==> src/rtl/cp0_pkg.sv <==
// Shared CP0 definitions: register numbers, ExcCode values, SR/Cause field
// positions and the EPC computation used on exception entry.
package cp0_pkg;

  localparam logic [4:0] CP0_REG_SR    = 5'd12;
  localparam logic [4:0] CP0_REG_CAUSE = 5'd13;
  localparam logic [4:0] CP0_REG_EPC   = 5'd14;
  localparam logic [4:0] CP0_REG_PRID  = 5'd15;

  typedef enum logic [4:0] {
    EXC_INT     = 5'd0,
    EXC_ADEL    = 5'd4,
    EXC_ADES    = 5'd5,
    EXC_SYSCALL = 5'd8,
    EXC_RI      = 5'd10,
    EXC_OV      = 5'd12
  } exc_code_e;

  // EXL is the controller state: USER while clear, HANDLER while set.
  typedef enum logic {
    ST_USER    = 1'b0,
    ST_HANDLER = 1'b1
  } exl_state_e;

  localparam int unsigned SR_IE_BIT     = 0;
  localparam int unsigned SR_EXL_BIT    = 1;
  localparam int unsigned SR_IM_LSB     = 10;
  localparam int unsigned SR_IM_MSB     = 15;
  localparam int unsigned CAUSE_EXC_LSB = 2;
  localparam int unsigned CAUSE_EXC_MSB = 6;
  localparam int unsigned CAUSE_IP_LSB  = 10;
  localparam int unsigned CAUSE_IP_MSB  = 15;
  localparam int unsigned CAUSE_BD_BIT  = 31;

  // Word-aligned PC of the faulting instruction, backed up to the branch
  // when it sits in a delay slot (wraps modulo 2^32).
  function automatic logic [31:0] epc_of(input logic [31:0] vpc, input logic bd);
    logic [31:0] aligned;
    aligned = vpc & 32'hFFFF_FFFC;
    return bd ? (aligned - 32'd4) : aligned;
  endfunction

endpackage

==> src/rtl/cp0_regfile.sv <==
// CP0 register storage (SR IM/IE, Cause BD/IP/ExcCode, EPC) and the mfc0
// read mux. EXL lives in the controller and is only folded into SR reads.
module cp0_regfile
  import cp0_pkg::*;
#(
  parameter logic [31:0] PRID_VAL = 32'h2023_0007
) (
  input  logic        clk,
  input  logic        reset,
  input  logic        i_take,
  input  logic [4:0]  i_exc_code,
  input  logic [31:0] i_vpc,
  input  logic        i_bd,
  input  logic        i_we,
  input  logic [4:0]  i_addr,
  input  logic [31:0] i_wdata,
  input  logic [5:0]  i_hw_int,
  input  logic        i_exl,
  output logic [31:0] o_rdata,
  output logic [31:0] o_epc,
  output logic [5:0]  o_im,
  output logic        o_ie
);

  logic [5:0]  r_im;
  logic        r_ie;
  logic        r_bd;
  logic [5:0]  r_ip;
  logic [4:0]  r_exc_code;
  logic [31:0] r_epc;

  // Register updates: exception entry has priority over mtc0; IP samples every cycle.
  always_ff @(posedge clk or negedge reset) begin
    if (!reset) begin
      r_im       <= '0;
      r_ie       <= 1'b0;
      r_bd       <= 1'b0;
      r_ip       <= '0;
      r_exc_code <= '0;
      r_epc      <= '0;
    end else begin
      r_ip <= i_hw_int;
      if (i_take) begin
        r_exc_code <= i_exc_code;
        r_bd       <= i_bd;
        r_epc      <= epc_of(i_vpc, i_bd);
      end else if (i_we) begin
        case (i_addr)
          CP0_REG_SR: begin
            r_im <= i_wdata[SR_IM_MSB:SR_IM_LSB];
            r_ie <= i_wdata[SR_IE_BIT];
          end
          CP0_REG_EPC: r_epc <= i_wdata & 32'hFFFF_FFFC;
          default: ;
        endcase
      end
    end
  end

  // mfc0 read mux over the registered values; undefined bits read as zero.
  always_comb begin
    o_rdata = '0;
    case (i_addr)
      CP0_REG_SR: begin
        o_rdata[SR_IM_MSB:SR_IM_LSB] = r_im;
        o_rdata[SR_EXL_BIT]          = i_exl;
        o_rdata[SR_IE_BIT]           = r_ie;
      end
      CP0_REG_CAUSE: begin
        o_rdata[CAUSE_BD_BIT]                = r_bd;
        o_rdata[CAUSE_IP_MSB:CAUSE_IP_LSB]   = r_ip;
        o_rdata[CAUSE_EXC_MSB:CAUSE_EXC_LSB] = r_exc_code;
      end
      CP0_REG_EPC:  o_rdata = r_epc;
      CP0_REG_PRID: o_rdata = PRID_VAL;
      default:      o_rdata = '0;
    endcase
  end

  assign o_epc = r_epc;
  assign o_im  = r_im;
  assign o_ie  = r_ie;

endmodule

==> src/rtl/cp0_exc_ctrl.sv <==
// M-stage CP0 exception/interrupt controller: request generation,
// interrupt-over-exception priority and EXL (USER/HANDLER) sequencing.
module cp0_exc_ctrl
  import cp0_pkg::*;
#(
  parameter logic [31:0] HANDLER_PC = 32'h0000_4180,
  parameter logic [31:0] PRID_VAL   = 32'h2023_0007
) (
  input  logic        clk,
  input  logic        reset,
  input  logic        cp0_we,
  input  logic [4:0]  cp0_addr,
  input  logic [31:0] cp0_wdata,
  output logic [31:0] cp0_rdata,
  input  logic [31:0] vpc,
  input  logic        bd_in,
  input  logic [4:0]  exc_code_in,
  input  logic [5:0]  hw_int,
  input  logic        eret_m,
  output logic        req,
  output logic [31:0] handler_pc,
  output logic [31:0] epc_out
);

  exl_state_e  r_state;
  logic        w_exl;
  logic [5:0]  w_im;
  logic        w_ie;
  logic        w_int_req;
  logic        w_exc_req;
  logic        w_we;
  logic [4:0]  w_exc_sel;

  assign w_exl     = (r_state == ST_HANDLER);
  assign w_int_req = w_ie & ~w_exl & (|(hw_int & w_im));
  assign w_exc_req = ~w_exl & (|exc_code_in);
  // Gated by reset so a stale ExcCode cannot request while reset is held.
  assign req       = reset & (w_int_req | w_exc_req);
  assign w_exc_sel = w_int_req ? EXC_INT : exc_code_in;
  assign w_we      = cp0_we & ~req;

  assign handler_pc = HANDLER_PC;

  // EXL sequencing: req enters HANDLER, eret leaves it (beating an mtc0 SR EXL write).
  always_ff @(posedge clk or negedge reset) begin
    if (!reset) begin
      r_state <= ST_USER;
    end else if (req) begin
      r_state <= ST_HANDLER;
    end else if (eret_m) begin
      r_state <= ST_USER;
    end else if (w_we && (cp0_addr == CP0_REG_SR)) begin
      r_state <= cp0_wdata[SR_EXL_BIT] ? ST_HANDLER : ST_USER;
    end
  end

  cp0_regfile #(
    .PRID_VAL(PRID_VAL)
  ) u_regfile (
    .clk        (clk),
    .reset      (reset),
    .i_take     (req),
    .i_exc_code (w_exc_sel),
    .i_vpc      (vpc),
    .i_bd       (bd_in),
    .i_we       (w_we),
    .i_addr     (cp0_addr),
    .i_wdata    (cp0_wdata),
    .i_hw_int   (hw_int),
    .i_exl      (w_exl),
    .o_rdata    (cp0_rdata),
    .o_epc      (epc_out),
    .o_im       (w_im),
    .o_ie       (w_ie)
  );

endmodule

==> config.mk <==
export PLATFORM = sky130hd
export DESIGN_NAME = cp0_exc_ctrl
export DESIGN_NICKNAME = d
export VERILOG_FILES = /design/src/rtl/cp0_pkg.sv /design/src/rtl/cp0_regfile.sv /design/src/rtl/cp0_exc_ctrl.sv
export SDC_FILE = /design/constraint.sdc
export NUM_CORES = 1
export LEC_CHECK = 0
export ABC_CLOCK_PERIOD_IN_PS = 2400
export BUFFER_PORTS_ARGS = -buffer_cell sky130_fd_sc_hd__buf_2
export CAP_MARGIN = 20
export CORE_UTILIZATION = 46
export DETAILED_ROUTE_END_ITERATION = 10
export GPL_TIMING_DRIVEN = 0
export PLACE_DENSITY = 0.86
export SLEW_MARGIN = 20
export SYNTH_ARGS = -nofsm -noshare
export SYNTH_HDL_FRONTEND = slang
export SYNTH_HIERARCHICAL = 1
export SYNTH_SLANG_ARGS = --single-unit
==> constraint.sdc <==
create_clock -name clk -period 2.4 [get_ports clk]
set_input_delay 0.48 -clock clk [delete_from_list [all_inputs] [get_ports clk]]
set_output_delay 0.48 -clock clk [all_outputs]
set_load 0.01 [all_outputs]
# [Yosys cells after proc, flatten, opt, wreduce, memory -nomap -nowiden]
# Index checks and enable logic that the tools add are counted.
[word_totals] mem_bits_ro=0 ramBits=0 latch_bits=0 regBits=52 elab_cells=44 mem_count=0
[classes] shifts=0 bitwise=9 n_eq_ne=4 order_cmp=0 n_addsub=1 reduce_logical=8 div_mod_pow=0 mul=0 muxes=15
[op_table] operator="$mux 32" n=4
[op_table] operator="$sub 32x3->32 const B" n=1
[op_table] operator="$pmux 15 s2" n=1
[op_table] operator="$eq 5x4->1 const B" n=4
[op_table] operator="$pmux 6 s3" n=1
[op_table] operator="$pmux 5 s3" n=1
[op_table] operator="$and 6x6->6" n=1
[op_table] operator="$pmux 2 s3" n=1
[op_table] operator="$reduce_or 6->1" n=1
[op_table] operator="$and 1x1->1" n=5
[op_table] operator="$mux 5" n=1
[op_table] operator="$reduce_or 5->1" n=1
[op_table] operator="$mux 1" n=4
[op_table] operator="$reduce_bool 2->1" n=2
[op_table] operator="$mux 3" n=1
[op_table] operator="$reduce_and 3->1" n=1
[op_table] operator="$reduce_bool 3->1" n=1
[op_table] operator="$not 1->1" n=2
[op_table] operator="$pmux 1 s2" n=1
[op_table] operator="$reduce_and 2->1" n=1
[op_table] operator="$logic_and 1x1->1" n=1
[op_table] operator="$or 1x1->1" n=1

# [Logic depth before layout (Yosys ltp)]
[depth] word_depth=11 ltp_mapped=9 ltp_nobuf=8

# [Modules after synthesis]
# Netlist, hierarchy kept.
[by_module_without_submodules] mod="cp0_regfile" area_each_um2=3067.9 instances=1 cells_each=331 seq_area_each_um2=1226.2
[by_module_without_submodules] mod="cp0_exc_ctrl" area_each_um2=419.2 instances=1 cells_each=55 seq_area_each_um2=25.0

# [Least setup slack after synthesis]
# OpenSTA, ideal clock, no wires.
[synth_path] path_type="input to register" start="in vpc[3]" end="reg u_regfile.r_epc[29] (netlist: u_regfile/o_epc[29])" arrival_ns=2.374 path_buffers=2 slack_ns=-0.056 required_time_ns=2.318 cell_stages=6 path_cell_list="or4b_1 -> buf_2 -> or4_1 -> clkbuf_1 -> or4_1 -> a31oi_1"
[synth_between] elab_chain_len=3
[synth_rtl] element="start: declaration" line="cp0_exc_ctrl.sv:15" rtl="input logic [31:0] vpc,"
[synth_rtl] element="$sub 32x3->32" line="cp0_pkg.sv:40" rtl="return bd ? (aligned - 32'd4) : aligned;"
[synth_rtl] element="$mux 32" line="cp0_pkg.sv:40"
[synth_rtl] element="$mux 32" line="cp0_regfile.sv:43" rtl="if (i_take) begin"
[synth_rtl] element="end signal: assignment" line="cp0_regfile.sv:46" rtl="r_epc <= epc_of(i_vpc, i_bd);"
[synth_rtl] element="end signal: assignment" line="cp0_regfile.sv:53" rtl="CP0_REG_EPC: r_epc <= i_wdata & 32'hFFFF_FFFC;"
[synth_rtl] element="end: declaration" line="cp0_regfile.sv:30" rtl="logic [31:0] r_epc;"
# Every way passes these cells.
# A chain may end at the register's enable or synchronous reset.

# [Worst setup path in the final report]
[layout_path] start="in vpc[3]" end="reg u_regfile.r_epc[27] (netlist: u_regfile/o_epc[27])"
# The elaborated chain is that of the path after synthesis.

==> reports/metrics.cfg <==
[yosys]
ys_seq_area_frac=0.359
synth_area_per_cell_um2=9.03
ys_types=45
synthTopCellsByArea=dfrtp_1 (36%), buf_4 (7.3%), a211oi_1 (5.8%)
synth_compound_area_frac=0.216
synth-seq-cells=50
synth.area.mux_share=0.0563
synth_fa_ha_area_frac=0.00359
synth_most_common_cell=dfrtp_1
synth-simple-area-share=0.226
synth_edf_count=0
async_flop_share=1.00
syn-cell-area_um2=3490
synth_area_leader_cell=dfrtp_1
yosys_warnings=6
synth_top_family_by_area=simple AND/OR/NAND/NOR gates
synthTopCellsByCount=dfrtp_1 (50), buf_4 (34), a211oi_1 (27), and3_1 (27), clkbuf_1 (27)
synthCells=386
synth_flop_cell=dfrtp_1
synth_xor_area_frac=0.0251
synth_top_area_share=0.359

[final_layout]
antennaDiodeCount=0
stdcell_area_um2=4680
nets=656
drive_above_1_share=0.417
final_util=0.642
fill_cells=643
synthToLayoutAreaGrowth_pct=34.3

[timing]
skew_ns=0.0113
setup_slack_ns=0.0589
slew_violations=0
finalCritPeriodShare=0.975
period_minus_slack_ns=2.34
timing.max_slew.rel_slack=0.545
setup_tns_ns=0
setup_viol=0
tightest_slew_ns=0.683
max_freq_mhz=427
hold_viol=0

[power_and_ir_drop]
leakagePower_nw=2.30
p_per_area_nw_per_um2=550
irDropWorstVdd_mv=0.314
finalPower_mw=2.58

[critical_path]
critPathCapture=u_regfile/o_epc[27]
cp.required_ns=2.62
crit_type=in -> reg
startpoint=vpc[3]
startpoint_type=input port
r2r_start=u_regfile/o_im[3]
endpoint_kind=register
crit_fanout=8
ff2ff_setup_slack_ns=0.09
r2r_end=u_regfile/o_epc[31]
rr_worst_depth=9
crit_arrival_ns=2.56

[clock_tree]
cts_hold_buf=0
cts_buffer_depth=2
htreeDepth=2
cts_sinks=50
cts_tree=built
root_buffer=clkbuf_8
cts_buffers=5
clkTransAtPathRegs_ns=0.10
clock_latency_ns=0.31

[route]
drt_iter0_drc=213
drtPass1Iterations=5
ant_nets=0
num_vias=3757
drt_wl_total_mm=10.9
wl_per_cell_um=16.3
vias_per_cell=5.61
drc=0

[floorplan]
die_w_um=89.1
die_y_um=89.1
fp-row-count=31
die-area_um2=7930
start_util=0.478
io_pins=182
core_um2=7290

[placement]
place_hpwl_mm=8.19
place_area_um2=4460
pre_cts_ws_ns=-0.701
portBuffers=144
gp_congestion=0.904

[grt]
grt_pass1_vias=3299
grt_overflow=0
grt_max_degree=52
grt_pass1_wl_mm=15.9
antenna_found_initial=0
grt_util_all_layers=0.266

[hold_path]
worstHoldPathType=in -> async

[status]
status=completed

[run]
maxCapViolCount=0

[sequential cells by signal, summed over array words and instances (netlist names)]
| name | count |
|---|---|
| r_state | 1 |
| u_regfile/o_epc | 30 |
| u_regfile/o_ie | 1 |
| u_regfile/o_im | 6 |
| u_regfile/r_bd | 1 |
| u_regfile/r_exc_code | 5 |
| u_regfile/r_ip | 6 |
[through the flow]
step	hold WS, ns	std cells
after floorplan	0.184	417
after detailed placement	0.504	660
after CTS	0.227	668
final	0.194	670
after global routing	0.245	670
after global placement	0.492	660
[worst min path at each step]
stage | end | cells past startpoint | from
2_1_floorplan | r_state | 0 | reset
3_3_place_gp | u_regfile/r_exc_code[3] | 1 | u_regfile/r_exc_code[3]
3_5_place_dp | u_regfile/r_exc_code[3] | 1 | u_regfile/r_exc_code[3]
4_1_cts | u_regfile/o_im[5] | 1 | reset
5_1_grt | u_regfile/o_im[5] | 1 | reset
6_report | u_regfile/o_epc[18] | 1 | reset
[repair_timing]
item,CTS,global route
setup endpoints to repair,71,54
hold endpoints to repair,0,0
resized for setup,22,12
setup buffers,1,3
pin swaps,1,2
[cell type report]
| cell class | count | area, um2 | share of cell area |
|---|---|---|---|
| Clock buffer | 5 | 68.8 | 0.0147 |
| Tap cell | 99 | 124 | 0.0264 |
| Multi-Input combinational cell | 299 | 2030 | 0.434 |
| Inverter | 5 | 18.8 | 0.00401 |
| Timing Repair Buffer | 148 | 753 | 0.161 |
| Clock inverter | 3 | 45.0 | 0.00962 |
| Buffer | 61 | 390 | 0.0833 |
| Sequential cell | 50 | 1250 | 0.267 |
[critical path, cell delays in order]
cell and delay [ns]:
buf_2 0.11, or4b_4 0.53, buf_6 0.15, or4_1 0.40, clkbuf_2 0.19, or4_1 0.50, a31oi_1 0.21
[kinds of logic (layout without fill, tap and decap cells)]
logic type               after synthesis  in the layout
AND/OR/NAND/NOR                      128            128
multiplexers                          18             18
XOR/XNOR                              10             10
AO/OA/AOI/OAI                        108            108
flip-flops                            50             50
other                                  3             34
buffers and inverters                 68            222
adder cells (fa/ha/maj)                1              1
[metal layers]
| layer | track usage | vias to the layer above | part of all wire |
|---|---|---|---|
| met1 | 0.348 | 1776 | 0.40 |
| met5 | 0 | - | 0 |
| li1 | - | 1761 | - |
| met4 | 0.0635 | 0 | 0.018 |
| met3 | 0.0388 | 14 | 0.080 |
| met2 | 0.466 | 206 | 0.50 |
[power breakdown]
group	switching (mW)	total [mW]	internal, mW
logic	0.428	0.802	0.374
registers	0.144	1.16	1.01
clock network	0.307	0.618	0.311
[cell usage in the layout (no fill, tap or decap), types with 10 or more instances in the layout]
cell type | synthesis | final
clkbuf_2 | 0 | 10
and2_1 | 16 | 16
and3_1 | 27 | 27
or3_1 | 10 | 10
or4_1 | 12 | 12
a21oi_1 | 18 | 18
mux2_2 | 13 | 13
buf_4 | 34 | 39
buf_2 | 2 | 145
a31oi_1 | 16 | 16
nand2_1 | 16 | 16
a211oi_1 | 27 | 23
conb_1 | 3 | 34
clkbuf_1 | 27 | 11
dfrtp_1 | 50 | 50
Power figures use the tool's default switching activity.
